==> config.mk <==
export PLATFORM = sky130hd
export DESIGN_NAME = phase_onehot_sequencer_flat
export DESIGN_NICKNAME = d
export VERILOG_FILES = /design/src/rtl/phase_onehot_sequencer_pkg.sv /design/src/rtl/phase_onehot_sequencer_if.sv /design/src/rtl/phase_onehot_sequencer_onehot_dec.sv /design/src/rtl/phase_onehot_sequencer.sv /design/src/flat_wrapper.sv
export SDC_FILE = /design/constraint.sdc
export NUM_CORES = 1
export LEC_CHECK = 0
export ABC_AREA = 1
export BUFFER_PORTS_ARGS = -buffer_cell sky130_fd_sc_hd__buf_4
export CORE_ASPECT_RATIO = 2
export CORE_MARGIN = 5
export CORE_UTILIZATION = 30
export CTS_BUF_LIST = sky130_fd_sc_hd__clkbuf_8
export DETAILED_ROUTE_END_ITERATION = 10
export HOLD_SLACK_MARGIN = 0.03
export PLACE_DENSITY = 0.49
export SLEW_MARGIN = 30
export SYNTH_ARGS = -nofsm -noshare
export SYNTH_HDL_FRONTEND = slang
export SYNTH_SLANG_ARGS = --single-unit
==> constraint.sdc <==
create_clock -name clk -period 2.6 [get_ports clk]
set_clock_uncertainty 0.2 [all_clocks]
set_input_delay 0.13 -clock clk [delete_from_list [all_inputs] [get_ports clk]]
set_output_delay 0.13 -clock clk [all_outputs]
set_load 0.01 [all_outputs]
==> src/rtl/phase_onehot_sequencer_pkg.sv <==
// Shared types and helpers for the one-hot phase sequencer.
package phase_onehot_sequencer_pkg;

   // Sequencer states.
   typedef enum logic [1:0] {
      ST_IDLE = 2'd0,
      ST_RUN  = 2'd1,
      ST_HOLD = 2'd2
   } state_e;

   // Widest one-hot vector the decode helper can produce.
   localparam int unsigned ONEHOT_MAX = 32;

   // One-hot decode of idx over n_out outputs; out-of-range indices give all zeros.
   function automatic logic [ONEHOT_MAX-1:0] onehot(input int unsigned idx,
                                                    input int unsigned n_out);
      logic [ONEHOT_MAX-1:0] v;
      v = '0;
      if (idx < n_out && idx < ONEHOT_MAX) v = ONEHOT_MAX'(1) << idx;
      return v;
   endfunction

   // A phase index is legal when it addresses an existing output.
   function automatic logic idx_legal(input int unsigned idx, input int unsigned n_out);
      return idx < n_out;
   endfunction

endpackage

==> src/rtl/phase_onehot_sequencer_if.sv <==
// Command/status bundle between the cycle-program FSM (master) and the sequencer (slave).
interface phase_onehot_sequencer_if #(
   parameter int SEL_W   = 3,
   parameter int N_OUT   = 2**SEL_W,
   parameter int DWELL_W = 8
);
   logic               start;
   logic [SEL_W-1:0]   start_idx;
   logic [SEL_W-1:0]   last_idx;
   logic [DWELL_W-1:0] dwell;
   logic               pause;
   logic               abort;
   logic [N_OUT-1:0]   phase_oh;
   logic [SEL_W-1:0]   phase_idx;
   logic               busy;
   logic               phase_done;
   logic               seq_done;
   logic               err;

   modport master (
      output start, start_idx, last_idx, dwell, pause, abort,
      input  phase_oh, phase_idx, busy, phase_done, seq_done, err
   );

   modport slave (
      input  start, start_idx, last_idx, dwell, pause, abort,
      output phase_oh, phase_idx, busy, phase_done, seq_done, err
   );
endinterface

==> src/rtl/phase_onehot_sequencer_onehot_dec.sv <==
// Combinational SEL_W -> N_OUT one-hot decoder with enable.
module onehot_dec
   import phase_onehot_sequencer_pkg::*;
#(
   parameter int SEL_W = 3,
   parameter int N_OUT = 2**SEL_W
) (
   input  logic [SEL_W-1:0] idx,
   input  logic             en,
   output logic [N_OUT-1:0] oh
);

   // Decode the index when enabled, otherwise blank every output.
   always_comb begin
      oh = en ? N_OUT'(onehot(32'(idx), N_OUT)) : '0;
   end

endmodule

==> src/rtl/phase_onehot_sequencer.sv <==
// One-hot phase driver: steps start_idx..last_idx (with wrap), dwell per phase,
// pause freezes and blanks, abort terminates. All outputs are registered.
module phase_onehot_sequencer
   import phase_onehot_sequencer_pkg::*;
#(
   parameter int SEL_W   = 3,
   parameter int N_OUT   = 2**SEL_W,
   parameter int DWELL_W = 8
) (
   input logic                    clk,
   input logic                    reset,
   phase_onehot_sequencer_if.slave bus
);

   localparam logic [1:0] IDLE = ST_IDLE;
   localparam logic [1:0] RUN  = ST_RUN;
   localparam logic [1:0] HOLD = ST_HOLD;

   logic [1:0]         state,  state_nxt;
   logic [SEL_W-1:0]   idx,    idx_nxt;
   logic [SEL_W-1:0]   last,   last_nxt;
   logic [SEL_W-1:0]   idx_inc;
   logic [DWELL_W-1:0] d_lat,  d_nxt;
   logic [DWELL_W-1:0] cnt,    cnt_nxt;
   logic               pd_nxt, sd_nxt, err_nxt;
   logic [N_OUT-1:0]   oh_nxt;
   logic [N_OUT-1:0]   phase_oh_q;
   logic               phase_done_q, seq_done_q, err_q;

   // Next phase index, wrapping from the top output back to zero.
   assign idx_inc = (idx == SEL_W'(N_OUT - 1)) ? '0 : idx + SEL_W'(1);

   // Next-state and datapath decisions; priority is abort > pause > count.
   always_comb begin
      // NOTE: every output of this block gets a default first so no path infers a latch.
      state_nxt = state;
      idx_nxt   = idx;
      last_nxt  = last;
      d_nxt     = d_lat;
      cnt_nxt   = cnt;
      pd_nxt    = 1'b0;
      sd_nxt    = 1'b0;
      err_nxt   = 1'b0;
      case (state)
         IDLE: begin
            if (bus.start && !bus.abort) begin
               if (idx_legal(32'(bus.start_idx), N_OUT) && idx_legal(32'(bus.last_idx), N_OUT)) begin
                  state_nxt = RUN;
                  idx_nxt   = bus.start_idx;
                  last_nxt  = bus.last_idx;
                  cnt_nxt   = '0;
                  d_nxt     = (bus.dwell == '0) ? DWELL_W'(1) : bus.dwell;
               end else begin
                  err_nxt = 1'b1;
               end
            end
         end
         RUN: begin
            if (bus.abort) begin
               state_nxt = IDLE;
            end else if (bus.pause) begin
               state_nxt = HOLD;
            end else if (cnt == d_lat - DWELL_W'(1)) begin
               pd_nxt = 1'b1;
               if (idx == last) begin
                  state_nxt = IDLE;
                  sd_nxt    = 1'b1;
               end else begin
                  idx_nxt = idx_inc;
                  cnt_nxt = '0;
               end
            end else begin
               cnt_nxt = cnt + DWELL_W'(1);
            end
         end
         HOLD: begin
            // Resuming only re-enables the output; counting restarts on the following edge.
            if (bus.abort)       state_nxt = IDLE;
            else if (!bus.pause) state_nxt = RUN;
         end
         default: state_nxt = IDLE;
      endcase
   end

   onehot_dec #(
      .SEL_W (SEL_W),
      .N_OUT (N_OUT)
   ) u_dec (
      .idx (idx_nxt),
      .en  (state_nxt == RUN),
      .oh  (oh_nxt)
   );

   // State, datapath and output registers with synchronous reset.
   always_ff @(posedge clk) begin
      // NOTE: sequential state uses non-blocking assignments so every register samples pre-edge values.
      if (reset) begin
         state        <= IDLE;
         idx          <= '0;
         last         <= '0;
         d_lat        <= '0;
         cnt          <= '0;
         phase_oh_q   <= '0;
         phase_done_q <= 1'b0;
         seq_done_q   <= 1'b0;
         err_q        <= 1'b0;
      end else begin
         state        <= state_nxt;
         idx          <= idx_nxt;
         last         <= last_nxt;
         d_lat        <= d_nxt;
         cnt          <= cnt_nxt;
         phase_oh_q   <= oh_nxt;
         phase_done_q <= pd_nxt;
         seq_done_q   <= sd_nxt;
         err_q        <= err_nxt;
      end
   end

   assign bus.phase_oh   = phase_oh_q;
   assign bus.phase_idx  = idx;
   assign bus.busy       = (state != IDLE);
   assign bus.phase_done = phase_done_q;
   assign bus.seq_done   = seq_done_q;
   assign bus.err        = err_q;

endmodule

==> src/flat_wrapper.sv <==
// flat-port wrapper written by rule: the top's interface ports become plain ports
module phase_onehot_sequencer_flat import phase_onehot_sequencer_pkg::*;
#(
   parameter int SEL_W   = 3,
   parameter int N_OUT   = 2**SEL_W,
   parameter int DWELL_W = 8
)
  (clk, reset, bus_start, bus_start_idx, bus_last_idx, bus_dwell, bus_pause, bus_abort, bus_phase_oh, bus_phase_idx, bus_busy, bus_phase_done, bus_seq_done, bus_err);
  phase_onehot_sequencer_if #(.SEL_W(SEL_W), .N_OUT(N_OUT), .DWELL_W(DWELL_W)) bus_i ();
  input logic clk;
  input logic reset;
  input wire logic [$bits(bus_i.start)-1:0] bus_start;
  input wire logic [$bits(bus_i.start_idx)-1:0] bus_start_idx;
  input wire logic [$bits(bus_i.last_idx)-1:0] bus_last_idx;
  input wire logic [$bits(bus_i.dwell)-1:0] bus_dwell;
  input wire logic [$bits(bus_i.pause)-1:0] bus_pause;
  input wire logic [$bits(bus_i.abort)-1:0] bus_abort;
  output wire logic [$bits(bus_i.phase_oh)-1:0] bus_phase_oh;
  output wire logic [$bits(bus_i.phase_idx)-1:0] bus_phase_idx;
  output wire logic [$bits(bus_i.busy)-1:0] bus_busy;
  output wire logic [$bits(bus_i.phase_done)-1:0] bus_phase_done;
  output wire logic [$bits(bus_i.seq_done)-1:0] bus_seq_done;
  output wire logic [$bits(bus_i.err)-1:0] bus_err;
  assign bus_i.start = bus_start;
  assign bus_i.start_idx = bus_start_idx;
  assign bus_i.last_idx = bus_last_idx;
  assign bus_i.dwell = bus_dwell;
  assign bus_i.pause = bus_pause;
  assign bus_i.abort = bus_abort;
  assign bus_phase_oh = bus_i.phase_oh;
  assign bus_phase_idx = bus_i.phase_idx;
  assign bus_busy = bus_i.busy;
  assign bus_phase_done = bus_i.phase_done;
  assign bus_seq_done = bus_i.seq_done;
  assign bus_err = bus_i.err;
  phase_onehot_sequencer #(.SEL_W(SEL_W), .N_OUT(N_OUT), .DWELL_W(DWELL_W)) u_core (.clk(clk), .reset(reset), .bus(bus_i));
endmodule
# Yosys cells after proc, flatten, opt, wreduce, memory -nomap -nowiden
# Index checks and enable logic that the tools add are counted.
# classes
n_eq_ne,10
reduce_logical,11
bitwise_logic,3
mux,24
n_addsub,3
order_cmp,0
shifts,1
multipliers,0
n_div,0
# ops
op,count
8-bit 2-to-1 mux,6
3-bit 2-to-1 mux,6
8-bit one-hot mux with 2 select lines,1
2-bit 2-to-1 mux,7
8-bit by 1-bit adder with 8-bit output (second input constant),1
8-bit equality test,1
8-bit logical NOT,1
1-bit by 3-bit << shifter with 8-bit output (first input constant),1
8-bit by 1-bit subtractor with 8-bit output (second input constant),1
2-bit one-hot mux with 3 select lines,1
3-bit one-hot mux with 2 select lines,1
5-bit AND reduction,1
5-bit OR reduction,1
2-bit by 1-bit equality test with 1-bit output (second input constant),2
2-bit != test (second input constant),2
2-bit nonzero test,2
4-bit OR reduction,1
3-bit by 1-bit adder with 3-bit output (second input constant),1
3-bit equality test,1
3-bit equality test (second input constant),1
3-bit != test (second input constant),1
1-bit NOT,3
2-bit equality test (second input constant),1
2-bit logical NOT,1
6 further kinds,7
# word_totals
romBits,0
n_memories,0
ff_bits,34
latch_bits,0
mem_bits_rw,0
inputBits,19
out_inout_bits,15
elab_cells,60

# Depth between registers and ports, before layout
# logic_depth
word_depth,9
mapped_depth,16
mapped_depth_nobuf,16

# Modules after synthesis
# Synthesis repeated with hierarchy kept, for this count alone.
# unflattened
cells_unflattened,300
area_unflattened_um2,1925.6
# modules_own_cells
mod,seq_area_each_um2,instances,cells_each,area_each_um2
phase_onehot_sequencer,680.7,1,283,1861.8
onehot_dec,0.0,1,17,63.8

# Worst setup path before layout
# No wires, ideal clock.
# synth_timing
kind,reg-to-reg
startpoint,reg u_core.d_lat[0]
endpoint,reg u_core.cnt[2]
t_arrival_ns,1.773
period_less_slack_ns,2.105
setup_time_ns,0.132
path_stages_with_launch,17
path_slack_ns,0.495
required_ns,2.268
cell_sequence,dfxtp_1 -> inv_2 -> ha_1 -> nand2_1 -> inv_1 -> nor2_1 -> nand2_1 -> nor2_1 -> nand3_1 -> nor2_4 -> nand2_4 -> clkinv_4 -> nand3_2 -> nand2_4 -> inv_2 -> nand3_1 -> a21oi_1
# synth_between
elab_chain_cells,6
# synth_rtl
item,line,source
start: declaration,phase_onehot_sequencer.sv:23,"logic [DWELL_W-1:0] d_lat, d_nxt;"
start signal: assignment,phase_onehot_sequencer.sv:111,d_lat <= d_nxt;
8-bit by 1-bit subtractor with 8-bit output (*),phase_onehot_sequencer.sv:63,end else if (cnt == d_lat - DWELL_W'(1)) begin
8-bit equality test (*),phase_onehot_sequencer.sv:63,
8-bit 2-to-1 mux,phase_onehot_sequencer.sv:63,
8-bit 2-to-1 mux,phase_onehot_sequencer.sv:61,end else if (bus.pause) begin
8-bit 2-to-1 mux,phase_onehot_sequencer.sv:59,if (bus.abort) begin
8-bit one-hot mux with 2 select lines,phase_onehot_sequencer.sv:44,case (state)
end signal: assignment,phase_onehot_sequencer.sv:112,cnt <= cnt_nxt;
end: declaration,phase_onehot_sequencer.sv:24,"logic [DWELL_W-1:0] cnt, cnt_nxt;"
# Mark *: on every way between the ends. The rest lies on a longest branch, timed or not. The select of a mux whose other input is x is not followed.
# A chain may end at the register's enable or synchronous reset.

# Worst setup path in the final report
# Same ends and word-level chain as after synthesis.

==> results.json <==
{
  "die_w_um": 67.11,
  "vias": 1952,
  "period_needed_ns": 2.316,
  "area_growth_pct": 29.09,
  "cp.arrival_ns": 2.30,
  "yosys.area.top_type": "dfxtp_1",
  "drive_gt1_share_pct": 18.71,
  "required_ns": 2.58,
  "crit_fanout": 10,
  "final_common_cell": "nand2_1",
  "crit_path_start_kind": "register",
  "path_depth": 16,
  "drt_iter0_markers": 62,
  "num_antenna_cells": 0,
  "gp_congestion": 0.8705,
  "ys_ff_latch": 34,
  "finalCritPeriodShare_pct": 89.09,
  "worstSetupPathType": "reg2reg",
  "slowest_delay_ns": 0.37,
  "path_clk_slew_ns": 0.07,
  "critical_path_buf_inv_count": 4,
  "syn_avg_cell_area_um2": 6.656,
  "place_area_um2": 2288,
  "synth.area.top_cells": "dfxtp_1, nand2_1, nor2_1, inv_1, nand3_1",
  "crit_start": "u_core.d_lat[0]",
  "dp_hpwl_um": 4408,
  "clk_latency_ns": 0.29,
  "core_um2": 6361,
  "cts_tree": "done",
  "syn_nets": 317,
  "die_y_um": 124.2,
  "slew_viol_final": 0,
  "grt_overflow_total": 0,
  "synth_top_area_share_pct": 34.78,
  "ir_drop_v": 0.0003661,
  "cts_root_buf": "clkbuf_8",
  "design_area_um2": 2526,
  "worst_hold_slack_ns": 0.1544,
  "post_drt_wl_per_cell_um": 12.82,
  "worst_r2r_path_depth": 16,
  "cp_top_family": "simple AND/OR/NAND/NOR gates",
  "setup_viol": 0,
  "fin_nets": 366,
  "syn_inst": 294,
  "setup_ws_ns": 0.2838,
  "initial_utilization_pct": 30.76,
  "p_clk_share_pct": 32.1,
  "path_cells": "inv_2 -> ha_1 -> nand2_1 -> inv_1 -> nor2_1 -> nand2_1 -> nor2_1 -> nand3_1 -> nor2_4 -> nand2_4 -> clkinv_4 -> nand3_2 -> nand2_4 -> inv_2 -> nand3_1 -> a21oi_1",
  "portBuffers": 32,
  "fin_util_pct": 39.71,
  "drc_errors": 0,
  "p_seq_share_pct": 46.4,
  "power_leakage_nw": 1.189,
  "hold_path.class": "in2reg",
  "ys_warn_count": 0,
  "pre_cts_slack_ns": 0.2337,
  "drtPass1Iterations": 4,
  "clockBufferDepth": 2,
  "ant_nets": 0,
  "p_comb_share_pct": 21.5,
  "cp_slowest_cell": "dfxtp_1",
  "ff_latch_area_um2": 680.7,
  "antenna_found_initial": 0,
  "post_cts_buffers": 0,
  "cts_sinks": 34,
  "multiInputGateArea_um2": 1099,
  "layoutNonFillerInstCount": 428,
  "num_rows": 41,
  "drt_wl_total_um": 5486,
  "die_area_um2": 8336,
  "cts_buffers": 5,
  "finalHoldViolCount": 0,
  "ios": 34,
  "fin_total_pwr_mw": 1.217,
  "cap_violations": 0,
  "final_cell_mix": "nand2_1, nor2_1, inv_1, buf_4, dfxtp_1",
  "end_kind": "register",
  "grt_first_pass_wirelength_um": 9052,
  "fillerInstances": 725,
  "p_switching_mw": 0.3627,
  "seq_area_frac_synth_pct": 34.78,
  "rsz0062_at_grt": "no",
  "track_usage_pct": 14.43,
  "reg2reg_to": "u_core.cnt[2]",
  "status": "completed",
  "via_per_inst": 4.561,
  "max_freq_ghz": 0.4317,
  "cts.htree.levels": 2,
  "setup-tns-final_ns": 0,
  "p_int_mw": 0.8543,
  "dp_cells": 407,
  "synth_area_um2": 1957,
  "power_density_nw_per_um2": 481.7,
  "power.share.switching_pct": 29.80,
  "synthDistinctLibCells": 34,
  "r2r_slack_ns": 0.28,
  "critPathCapture": "u_core.cnt[2]",
  "grt_pass1_vias": 2031,
  "grt_max_degree": 16,
  "r2r_start": "u_core.d_lat[0]"
}
## how the worst min path moves through the flow
| stage | from | cells after the start | slack [ns] | end |
|---|---|---|---|---|
| final | bus_start_idx[1] | 6 | 0.15 | u_core.bus.phase_oh[6] |
| after global routing | bus_start_idx[0] | 6 | 0.23 | u_core.bus.phase_oh[5] |
| after CTS | bus_start_idx[1] | 6 | 0.15 | u_core.bus.phase_oh[6] |
| after detailed placement | bus_abort | 2 | 0.12 | u_core.state[1] |
| after global placement | bus_abort | 2 | 0.12 | u_core.state[1] |
| after floorplan | reset | 1 | 0.003 | u_core.state[0] |
## cells by family after synthesis
family / synth area share [%]
AOI/OAI and AO/OA: 9.719
xor gates and xnor gates: 4.476
adders and majority gates: 2.558
buffers and inverters: 9.335
DFF: 34.78
other: 0.1916
and+or+nand+nor: 38.94
## flip-flops by register name, summed over array words and instances, names as in the netlist
register and count:
u_core.bus.phase_oh 8, u_core.cnt 8, u_core.d_lat 8, u_core.bus.phase_idx 3, u_core.last 3, u_core.state 2, u_core.bus.phase_done 1, u_core.bus.seq_done 1
## final cells by class
class / count / share of cell area (%)
inverter: 39 / 5.993
timing repair buffer: 49 / 16.05
clock buffer: 6 / 3.269
multi-input combinational: 214 / 43.49
sequential: 34 / 26.94
tap: 86 / 4.260
## cell usage after synthesis
cell       n
a211oi_1   1
a21oi_1   13
a21oi_4    1
buf_2      1
buf_4      1
clkbuf_1   5
clkinv_4   1
conb_1     1
dfxtp_1   34
ha_1       4
inv_1     34
inv_2      4
nand2_1   71
nand2_2    5
nand2_4    2
nand2b_4   1
nand3_1   19
nand3_2    1
nand3b_1   1
nand4_1    5
nor2_1    44
nor2_2     3
nor2_4     2
nor3_1     8
nor3_4     1
nor4_1     1
nor4b_1    1
o21a_1     3
o21ai_0   13
o21ai_1    1
o21ai_2    1
or2_2      1
xnor2_1    3
xor2_1     7
## repair_timing
| item | 4_1_cts | 5_1_grt |
|---|---|---|
| hold buffers | 15 | 0 |
| endpoints found under the setup margin | 0 | 1 |
| hold endpoints to repair | 24 | 0 |
| resized for setup | 0 | 1 |
## routing by layer
metal | vias to the layer above | GRT usage [%] | wire [um]
li1 | 1019 | - | -
met1 | 893 | 12.21 | 1842
met2 | 27 | 28.89 | 3319
met3 | 13 | 2.347 | 132
met4 | 0 | 7.895 | 192
met5 | - | 0 | 0
## power by group through the flow
stage / logic [mW] / registers (mW) / clock network, mW
after floorplan: 0.175 / 0.570 / 0
after global placement: 0.246 / 0.577 / 0
after detailed placement: 0.246 / 0.577 / 0
after CTS: 0.263 / 0.565 / 0.408
after global routing: 0.296 / 0.568 / 0.414
final: 0.261 / 0.565 / 0.391
## worst register-to-register path, cell delays in order, from the launching register on
cell	delay [ns]
dfxtp_1	0.37
inv_2	0.09
ha_1	0.31
nand2_1	0.07
inv_1	0.04
nor2_1	0.07
nand2_1	0.05
nor2_1	0.10
nand3_1	0.12
nor2_4	0.19
nand2_4	0.09
clkinv_4	0.08
nand3_2	0.08
nand2_4	0.14
inv_2	0.08
nand3_1	0.07
a21oi_1	0.06
Note: power is estimated with default switching activity, not from simulation.
